**config.mk**
```make
export PLATFORM = sky130hd
export DESIGN_NAME = hicore_nop_unit
export DESIGN_NICKNAME = d
export VERILOG_FILES = /design/src/rtl/hicore_nop_pkg.sv /design/src/rtl/hicore_sync_fifo.sv /design/src/rtl/hicore_nop_unit.sv
export SDC_FILE = /design/constraint.sdc
export NUM_CORES = 1
export LEC_CHECK = 0
export CAP_MARGIN = 20
export CORE_ASPECT_RATIO = 1.75
export CORE_MARGIN = 2
export CORE_UTILIZATION = 48
export CTS_CLUSTER_SIZE = 30
export DETAILED_ROUTE_END_ITERATION = 8
export PLACE_DENSITY = 0.79
export SETUP_SLACK_MARGIN = 0.1
export SYNTH_ARGS = -nofsm -noshare
export SYNTH_HDL_FRONTEND = slang
export SYNTH_SLANG_ARGS = --single-unit
```
**constraint.sdc**
```tcl
create_clock -name clk -period 4.4 [get_ports clk]
set_clock_uncertainty 0.05 [all_clocks]
set_input_delay 0.66 -clock clk [delete_from_list [all_inputs] [get_ports clk]]
set_output_delay 0.66 -clock clk [all_outputs]
set_load 0.03 [all_outputs]
```
**src/rtl/hicore_nop_pkg.sv**
```systemverilog
`default_nettype none
// ---------------------------------------------------------------------------
// Module : hicore_nop_pkg
// Brief  : Shared types and default widths for the HiCore NOP/system-op unit.
// Rev    : 1.0  initial release
// ---------------------------------------------------------------------------
package hicore_nop_pkg;

  // Mirrors HiCore_ROB_PTR_SIZE / HiCore_WB_SIZE from config.v
  localparam int c_ROB_PTR_SIZE = 4;
  localparam int c_WB_SIZE      = 32;

  typedef enum logic [1:0] {
    FS_IDLE  = 2'd0,
    FS_REQ   = 2'd1,
    FS_DONE  = 2'd2,
    FS_DRAIN = 2'd3
  } fence_state_t;

  typedef struct packed {
    logic mret;
    logic fence;
  } nop_flags_t;

  localparam int c_FLAGS_W = $bits(nop_flags_t);

  typedef struct packed {
    logic [c_ROB_PTR_SIZE-1:0] ptr;
    logic [c_WB_SIZE-1:0]      info;
    nop_flags_t                flags;
  } nop_entry_t;

endpackage
`default_nettype wire

```
**src/rtl/hicore_sync_fifo.sv**
```systemverilog
`default_nettype none
// ---------------------------------------------------------------------------
// Module : hicore_sync_fifo
// Brief  : Single-clock FIFO with synchronous flush; DEPTH must be a power of 2.
// Rev    : 1.0  initial release
// ---------------------------------------------------------------------------
module hicore_sync_fifo #(
  parameter int WIDTH = 8,
  parameter int DEPTH = 2
) (
  input  logic             clk,
  input  logic             rst,
  input  logic             i_push,
  input  logic             i_pop,
  input  logic             i_flush,
  input  logic [WIDTH-1:0] i_wdata,
  output logic [WIDTH-1:0] o_rdata,
  output logic             o_full,
  output logic             o_empty
);

  localparam int c_AW = $clog2(DEPTH);
  localparam int c_CW = c_AW + 1;

  logic [WIDTH-1:0] r_mem [DEPTH];
  logic [c_AW-1:0]  r_wr_ptr;
  logic [c_AW-1:0]  r_rd_ptr;
  logic [c_CW-1:0]  r_count;
  logic             w_push;
  logic             w_pop;

  assign o_full  = (r_count == c_CW'(DEPTH));
  assign o_empty = (r_count == '0);
  assign w_push  = i_push & ~o_full;
  assign w_pop   = i_pop & ~o_empty;
  assign o_rdata = r_mem[r_rd_ptr];

  // Pointers wrap naturally because DEPTH is a power of two.
  always_ff @(posedge clk or posedge rst) begin
    if (rst) begin
      r_wr_ptr <= '0;
      r_rd_ptr <= '0;
      r_count  <= '0;
    end else if (i_flush) begin
      r_wr_ptr <= '0;
      r_rd_ptr <= '0;
      r_count  <= '0;
    end else begin
      if (w_push) r_wr_ptr <= r_wr_ptr + 1'b1;
      if (w_pop)  r_rd_ptr <= r_rd_ptr + 1'b1;
      case ({w_push, w_pop})
        2'b10:   r_count <= r_count + 1'b1;
        2'b01:   r_count <= r_count - 1'b1;
        default: r_count <= r_count;
      endcase
    end
  end

  always_ff @(posedge clk) begin
    if (w_push && !i_flush) r_mem[r_wr_ptr] <= i_wdata;
  end

endmodule
`default_nettype wire

```
**src/rtl/hicore_nop_unit.sv**
```systemverilog
`default_nettype none
// ---------------------------------------------------------------------------
// Module : hicore_nop_unit
// Brief  : NOP/system-op execute unit: in-order queue, fence.i invalidate FSM.
// Rev    : 1.0  initial release
// ---------------------------------------------------------------------------
module hicore_nop_unit
  import hicore_nop_pkg::*;
#(
  parameter int PTR_W = c_ROB_PTR_SIZE,
  parameter int WB_W  = c_WB_SIZE,
  parameter int DEPTH = 2
) (
  input  logic                  clk,
  input  logic                  rst,
  input  logic                  i_issue2nop_valid,
  output logic                  i_issue2nop_ready,
  input  logic                  i_issue2nop_cancel,
  input  logic                  mret_op,
  input  logic                  fence_i_op,
  input  logic [PTR_W+WB_W-1:0] nop_info,
  output logic                  nop_wb_wen,
  input  logic                  nop_wb_ready,
  output logic [PTR_W-1:0]      nop_wb_ptr,
  output logic [WB_W-1:0]       nop_wb_info,
  output logic                  nop_wb_mret,
  output logic                  fencei_req,
  input  logic                  fencei_ack,
  input  logic                  flush
);

  localparam int c_ENTRY_W = PTR_W + WB_W + c_FLAGS_W;

  fence_state_t           r_state;
  fence_state_t           w_state_nxt;
  logic [c_ENTRY_W-1:0]   w_wdata;
  logic [c_ENTRY_W-1:0]   w_rdata;
  nop_flags_t             w_head_flags;
  logic                   w_full;
  logic                   w_empty;
  logic                   w_push;
  logic                   w_pop;
  logic                   w_head_fence;

  assign w_wdata      = {nop_info, mret_op, fence_i_op};
  assign w_head_flags = nop_flags_t'(w_rdata[c_FLAGS_W-1:0]);
  assign w_head_fence = ~w_empty & w_head_flags.fence;

  assign i_issue2nop_ready = ~w_full;
  assign w_push = i_issue2nop_valid & ~w_full & ~i_issue2nop_cancel & ~flush;
  assign nop_wb_wen = ~w_empty & ~flush & (~w_head_flags.fence | (r_state == FS_DONE));
  assign w_pop = nop_wb_wen & nop_wb_ready;

  assign nop_wb_ptr  = w_empty ? '0   : w_rdata[c_ENTRY_W-1 -: PTR_W];
  assign nop_wb_info = w_empty ? '0   : w_rdata[c_FLAGS_W +: WB_W];
  assign nop_wb_mret = w_empty ? 1'b0 : w_head_flags.mret;
  assign fencei_req  = (r_state == FS_REQ) | (r_state == FS_DRAIN);

  hicore_sync_fifo #(
    .WIDTH (c_ENTRY_W),
    .DEPTH (DEPTH)
  ) u_fifo (
    .clk     (clk),
    .rst     (rst),
    .i_push  (w_push),
    .i_pop   (w_pop),
    .i_flush (flush),
    .i_wdata (w_wdata),
    .o_rdata (w_rdata),
    .o_full  (w_full),
    .o_empty (w_empty)
  );

  always_ff @(posedge clk or posedge rst) begin
    if (rst) r_state <= FS_IDLE;
    else     r_state <= w_state_nxt;
  end

  always_comb begin
    w_state_nxt = r_state;
    case (r_state)
      FS_IDLE:  if (w_head_fence && !flush) w_state_nxt = FS_REQ;
      // A flush coinciding with the ack means the invalidate already finished.
      FS_REQ: begin
        if (flush)           w_state_nxt = fencei_ack ? FS_IDLE : FS_DRAIN;
        else if (fencei_ack) w_state_nxt = FS_DONE;
      end
      FS_DONE:  if (flush || w_pop) w_state_nxt = FS_IDLE;
      FS_DRAIN: if (fencei_ack)     w_state_nxt = FS_IDLE;
      default:  w_state_nxt = FS_IDLE;
    endcase
  end

endmodule
`default_nettype wire

```
Word level (Yosys, flattened, before mapping):

Memory sizes are Yosys's and may differ from the RTL's.
Index checks and enable logic that the tools add are counted.

* bits in registers: 6
* bits in latches: 0
* RAM bits: 76
* memory bits (read-only): 0
* input bits: 45
* output and inout port bits: 40
* logic and storage cells: 63
* memories kept: 1

* add/subtract/negate cells: 4
* multipliers: 0
* div/mod/pow operators: 0
* $lt $le $gt $ge: 0
* eq/ne operators: 10
* shifts and indexed selects: 0
* multiplexer cells: 18
* bitwise gates (word level): 16
* reductions and logical operators: 10

Memories
* u_fifo.r_mem: words 2, bits a word 38, rd ports 1, clocked after Yosys merged registers in 0, write ports 1, line hicore_sync_fifo.sv:25 `logic [WIDTH-1:0] r_mem [DEPTH];`

Operator list (count)
* $mux 32: 1
* $mux 2: 7
* $and 1x1->1: 9
* $eq 2x2->1 const B: 4
* $pmux 2 s4: 1
* $mux 1: 7
* $not 1->1: 5
* $eq 2x1->1 const B: 2
* $logic_not 2->1: 2
* $mux 4: 1
* $ne 2x2->1 const B: 2
* $pmux 2 s2: 1
* $reduce_and 4->1: 1
* $reduce_bool 2->1: 2
* $ne 3x3->1 const B: 1
* $reduce_bool 3->1: 1
* $add 1x1->1 const B: 2
* $add 2x1->2 const B: 1
* $logic_and 1x1->1: 2
* $ne 2x1->1 const B: 1
* $or 1x1->1: 2
* $sub 2x1->2 const B: 1
* $logic_not 1->1: 1
* $logic_or 1x1->1: 1

Logic depth before layout (Yosys ltp):

Gate-level depths: netlist of run 1.

* depth in word-level cells: 9
* depth in mapped cells: 5
* mapped depth without buffers: 5

By module:

From an unflattened synthesis of run 1, not the netlist that was laid out.

* cells, all modules: 206
* area total of the unflattened synthesis: 3390.8 um2

By module, submodules not included
* hicore_sync_fifo: times used 1, cells an instance 145, area each 2969.1 um2, seq. area each 2382.3 um2
* hicore_nop_unit: times used 1, cells an instance 61, area each 421.7 um2, seq. area each 50.0 um2

Worst setup path before layout of run 1:

No wires, ideal clock.

* path kind: input port to flip-flop
* start: in i_issue2nop_valid
* end: mem u_fifo.r_mem[1][0] in the netlist's numbering (enable)
* library setup time: 488 ps
* data arrival time: 3809 ps
* required time: 3862 ps
* setup slack: 52 ps
* stages on the path: 3
* path buffers: 0
* cell sequence: nor2b_1 nand2_1 nor3b_1

* cells in the longest elaborated chain, start to end: 7

RTL lines
* start, declared: line hicore_nop_unit.sv:16 `input logic i_issue2nop_valid,`
* $and 1x1->1 (3 in a row): line hicore_nop_unit.sv:50 `assign w_push = i_issue2nop_valid & ~w_full & ~i_issue2nop_cancel & ~flush;`
* $and 1x1->1: line hicore_sync_fifo.sv:34 `assign w_push = i_push & ~o_full;`
* $logic_and 1x1->1: line hicore_sync_fifo.sv:60 `if (w_push && !i_flush) r_mem[r_wr_ptr] <= i_wdata;`
* $mux 1: line hicore_sync_fifo.sv:60
* $mux 1 (not written as such): line hicore_sync_fifo.sv:60
* end, declared: line hicore_sync_fifo.sv:25

Every way passes these cells.

Worst setup path after layout of run 1:

* start: reg u_fifo.r_rd_ptr
* end: out nop_wb_info[15]

* cells in the longest elaborated chain, start to end: 2

RTL lines
* start, declared: line hicore_sync_fifo.sv:27 `logic [c_AW-1:0] r_rd_ptr;`
* start signal, assigned: line hicore_sync_fifo.sv:50 `if (w_pop) r_rd_ptr <= r_rd_ptr + 1'b1;`
* $mem_v2 2x38
* $mux 32: line hicore_nop_unit.sv:55 `assign nop_wb_info = w_empty ? '0 : w_rdata[c_FLAGS_W +: WB_W];`
* end, declared: line hicore_nop_unit.sv:25 `output logic [WB_W-1:0] nop_wb_info,`

Every way passes these cells.

==> results_dict.tcl, run 1 <==
set metrics [dict create \
    grt_max_degree 41 \
    cts_inserted_buffers 9 \
    p_leak_nw 1.47 \
    final_core_util_pct 67.9 \
    yosysUniqueCellTypes 26 \
    avgViaCountPerCell 4.98 \
    antenna_found_initial 0 \
    post-route-min-period_ns 3.16 \
    drc 0 \
    final_nets 335 \
    finalHoldViolCount 0 \
    drv_slew 0 \
    status "completed" \
    drt_iter0_markers 79 \
    diodes 0 \
    syn-cell-area_mm2 0.00323 \
    cts-hold-fix-buffers 0 \
    antenna_left 0 \
    grt_pass1_vias 2004 \
    cp-endpoint "nop_wb_info[15]" \
    ys_seq_area_share_pct 75.3 \
    post_cts_buffers 0 \
    multi_input_area_um2 753 \
    tns_ns 0 \
    place.gp.congestion 0.699 \
    synth_area_per_cell_um2 15.9 \
    worstPathRequired_ns 3.69 \
    rows 39 \
    finalCritPeriodShare_pct 71.9 \
    min_path_type "primary input to async pin" \
    port_buffers 84 \
    critPathKind "register to output pin" \
    startpoint_type "register" \
    h-tree-depth 3 \
    die_area_mm2 0.00742 \
    die_w_um 66.0 \
    rr_worst_depth 5 \
    slew_headroom_pct 38.1 \
    synth_nets 248 \
    fillCellCount 497 \
    critPathArrivalTime_ns 2.45 \
    cp_num_buf_inv 2 \
    dp_hpwl_mm 3.84 \
    reg2reg_from "u_fifo.r_count[1]" \
    tightest_slew_ns 0.926 \
    synth_cells 203 \
    cts-resized-gates 0 \
    cap_violations 0 \
    ir_drop_mv 0.319 \
    ys_ff_latch 82 \
    grt_pass1_wl_mm 9.37 \
    rsz0062_at_grt "false" \
    cts_tree "yes" \
    pin_count 85 \
    cts_sinks 82 \
    finalSetupViolCount 0 \
    power_density_mw_per_mm2 401 \
    track_usage_pct 17.9 \
    cp_num_cells 4 \
    dr.pass1.iters 4 \
    reg2reg_setup_slack_ns 2.46 \
    critPathTopFamily "buffers and inverters" \
    yosysWarningCount 0 \
    crit_chain "buf_4 > mux2i_1 > nor2_1 > clkdlybuf4s50_1" \
    core_area_mm2 0.00654 \
    cts_root_buf "clkbuf_16" \
    max_freq_mhz 316 \
    drive_above_1_share_pct 7.46 \
    cts_buffer_depth 2 \
    start_util_pct 49.4 \
    clk_latency_ns 0.33 \
    drt-wirelength-per-cell_um 15.6 \
    ff_latch_area_mm2 0.00243 \
    rr_endpoint "u_fifo.r_mem[1][5]" \
    cp_slowest_cell "dfrtp_2" \
    cp_slowest_stage_delay_ns 0.70 \
    startpoint "u_fifo.r_rd_ptr" \
    dr_total_vias 1877 \
    end_kind "output pin" \
    cp_max_fo 22 \
    dieHeight_um 112 \
    wl_mm 5.87 \
    area_growth_pct 37.6 \
    clk_pin_slew_ns 0.05 \
    gr-total-overflow 0 \
]
## sequential cells by signal, indices dropped and copies added (netlist names)
name and count:
u_fifo.r_mem 76, r_state 2, u_fifo.r_count 2, u_fifo.r_rd_ptr 1
u_fifo.r_wr_ptr 1
## final cells by class
class | count | area share, %
Tap cell | 82 | 2.31
Clock buffer | 13 | 5.41
Multi-Input combinational cell | 108 | 17.0
Sequential cell | 82 | 54.8
Clock inverter | 3 | 0.902
Timing Repair Buffer | 87 | 19.4
Inverter | 2 | 0.169
## worst min-delay path by stage
stage / start / endpoint / slack (ns) / cells past startpoint
floorplan: rst / r_state[0] / 0.40 / 1
global placement: r_state[1] / r_state[1] / 0.48 / 1
detailed placement: r_state[1] / r_state[1] / 0.48 / 1
CTS: rst / u_fifo.r_count[1] / 0.50 / 2
global route: rst / u_fifo.r_count[1] / 0.52 / 2
finish: rst / u_fifo.r_count[1] / 0.51 / 2
## cell usage after synthesis
cell type   n  area share [%]
a211o_1     1            0.27
a21oi_1     2            0.31
a22o_1      1            0.27
a2bb2oi_1   1            0.27
buf_2       5            0.78
buf_4       3            0.70
clkbuf_1    3            0.35
dfrtp_1     6             4.7
edfxtp_1   76              71
inv_1       2            0.23
mux2_2      1            0.35
mux2i_1    37              11
mux2i_2     1            0.43
nand2_1     3            0.35
nand2b_1    2            0.39
nor2_1     42             4.9
nor2b_1     3            0.58
nor3_1      2            0.31
nor3b_1     2            0.46
o211ai_1    2            0.46
o21a_2      1            0.27
o21ai_0     2            0.31
o21bai_1    1            0.23
or2_1       1            0.19
or4_1       1            0.23
xor2_1      2            0.54
## layer usage
layer  GRT usage (%)  routed length [µm]
met1            18.3                2110
met4            12.0                 188
met3            5.41                 310
met5               0                   0
met2            30.5                3260
## per-stage QoR
step           setup WS, ns  std cells  power [mW]  instance area, µm²  hold slack [ns]
2_1_floorplan         0.289        203        1.01                3230            0.401
3_5_place_dp           1.42        361        1.10                4160            0.485
3_3_place_gp           1.44        361        1.10                4160            0.483
4_1_cts                1.17        377        1.81                4440            0.504
6_report               1.24        377        1.78                4440            0.510
5_1_grt                1.08        377        1.85                4440            0.525
## worst reg2reg max path: cells and delay by family, from the launching register on
family,cells,cell delay (ns)
flops,1,0.43
simple gates,3,0.53
buf+inv,2,0.54
## cell families (layout without fill, tap and decap cells)
group,Yosys count,in the layout,synth area share (%)
flops,82,82,75.3
simple gates,56,56,7.40
mux,39,39,12.2
buf+inv,13,105,2.05
compound gates,11,11,2.40
xor+xnor,2,2,0.543
## placed cells by master (no fill, tap or decap), drive strengths merged
cell type      Yosys  routed
clkdlybuf4s50      0      84
edfxtp            76      76
nor2              42      42
mux2i             38      38
clkbuf             3      13
dfrtp              6       6
nor2b              3       3
nand2              3       3
buf                8       3
o211ai             2       2
xor2               2       2
nand2b             2       2
o21ai              2       2
a21oi              2       2
inv                2       2
clkinv             0       2
nor3               2       2
nor3b              2       2
or2                1       1
a211o              1       1
mux2               1       1
a22o               1       1
or4                1       1
o21a               1       1
a2bb2oi            1       1
o21bai             1       1
bufinv             0       1
## power breakdown
group          total [mW]  switching, mW  internal (mW)
Sequential          0.886         0.0113          0.874
Combinational       0.201          0.105         0.0961
Clock               0.693          0.256          0.437
Power figures use the tool's default switching activity.
==> run 2: changes to the inputs <==
==> constraint.sdc (replaced) <==
create_clock -name clk -period 3.2 [get_ports clk]
set_clock_uncertainty 0.05 [all_clocks]
set_input_delay 0.48 -clock clk [delete_from_list [all_inputs] [get_ports clk]]
set_output_delay 0.48 -clock clk [all_outputs]
set_load 0.03 [all_outputs]
==> results_dict.tcl, run 2 (synthesis gave the netlist of run 1 again) <==
set metrics [dict create \
    tightest_slew_ns 0.578 \
    reg.largest.list "u_fifo.r_mem (76), r_state (2), u_fifo.r_count (2)" \
    drt-wirelength-per-cell_um 15.6 \
    drt_iter0_markers 60 \
    rsz0062_at_grt "false" \
    max_freq_mhz 361 \
    power_mw 2.55 \
    die_area_mm2 0.00742 \
    dp_hpwl_mm 4.05 \
    min_path_type "primary input to async pin" \
    finalSetupViolCount 0 \
    clk_pin_slew_ns 0.06 \
    end_kind "output pin" \
    wl_mm 5.99 \
    slew_headroom_pct 61.4 \
    grt_pass1_wl_mm 9.03 \
    cts_inserted_buffers 9 \
    dr_wl_met2_mm 3.40 \
    ir_drop_mv 0.676 \
    area_growth_pct 40.0 \
    critPathKind "register to output pin" \
    place_ws_ns 0.762 \
    track_usage_pct 17.2 \
    dieHeight_um 112 \
    power_density_mw_per_mm2 564 \
    dr_total_vias 1915 \
    startpoint_type "register" \
    antenna_found_initial 0 \
    rr_worst_depth 5 \
    met3RoutedLength_um 309 \
    cts-hold-fix-buffers 0 \
    drive_above_1_share_pct 10.3 \
    cts_sinks 82 \
    diodes 0 \
    finalHoldViolCount 0 \
    gr-total-overflow 0 \
    antenna_left 0 \
    cts_tree "yes" \
    final_cell_mix "84 x clkdlybuf4s50_1, 76 x edfxtp_1, 41 x nor2_1" \
    pin_count 85 \
    status "completed" \
    rows 39 \
    cp_max_fo 24 \
    top_layer_used "met4" \
    port_buffers 84 \
    largest_reg_flops 76 \
    grt_max_degree 27 \
    setup_ws_ns 0.433 \
    grt_pass1_vias 1910 \
    tns_ns 0 \
    clk_latency_ns 0.33 \
    p_leak_nw 1.52 \
    layout_commonest_cell "clkdlybuf4s50_1" \
    cts_buffer_depth 2 \
    post-route-min-period_ns 2.77 \
    place.gp.congestion 0.713 \
    h-tree-depth 3 \
    wl_met1_mm 2.13 \
    finalCritPeriodShare_pct 86.5 \
    post_cts_buffers 0 \
    critPathArrivalTime_ns 2.24 \
    cts-resized-gates 0 \
    worstPathRequired_ns 2.67 \
    avgViaCountPerCell 5.00 \
    start_util_pct 49.4 \
    cap_violations 0 \
    drv_slew 0 \
    die_w_um 66.0 \
    drc 0 \
    final_nets 341 \
    regMostFlops "u_fifo.r_mem" \
    core_area_mm2 0.00654 \
    cts_root_buf "clkbuf_16" \
    dr.pass1.iters 4 \
]
-- run 2: stage by stage --
stage	util, %	hold WS (ns)	cell area (µm²)	std cells
finish	69.1	0.322	4520	383
global route	69.1	0.354	4520	383
CTS	69.1	0.320	4520	383
detailed placement	64.4	0.500	4210	367
global placement	64.4	0.482	4210	367
floorplan	-	0.221	3240	203
-- run 2: power by group --
group	internal (mW)	switching, mW	total, mW
Clock	0.674	0.373	1.05
Sequential	1.20	0.0118	1.21
Combinational	0.138	0.151	0.289
-- run 2: cell type report --
class	count	area, µm²
Sequential cell	82	2430
Timing Repair Buffer	93	908
Fill cell	471	2020
Multi-Input combinational cell	108	759
Tap cell	82	103
Clock buffer	9	225
Inverter	2	7.51
Clock inverter	7	83.8
-- run 2: worst paths after layout --
check                             startpoint                   to  slack [ns]
setup / recovery           u_fifo.r_count[0]      nop_wb_info[13]        0.43
hold / removal                           rst      u_fifo.r_wr_ptr        0.32
setup reg to reg           u_fifo.r_count[1]  u_fifo.r_mem[1][27]        1.32
hold reg to reg                   r_state[1]           r_state[1]        0.52
max in group asynchronous                rst      u_fifo.r_rd_ptr        2.56
min in group clk                  r_state[1]           r_state[1]        0.52
-- run 2: routing by layer --
metal,up-vias,global-route usage [%]
met5,-,0
met4,0,9.66
met3,11,5.01
met2,57,30.0
met1,916,17.9
li1,931,-
-- run 2: worst max-delay path, cell delays in order, from the launching register on --
cell	delay, ns
dfrtp_1	0.45
nor2_4	0.50
buf_4	0.28
nor2_1	0.07
clkdlybuf4s50_1	0.60
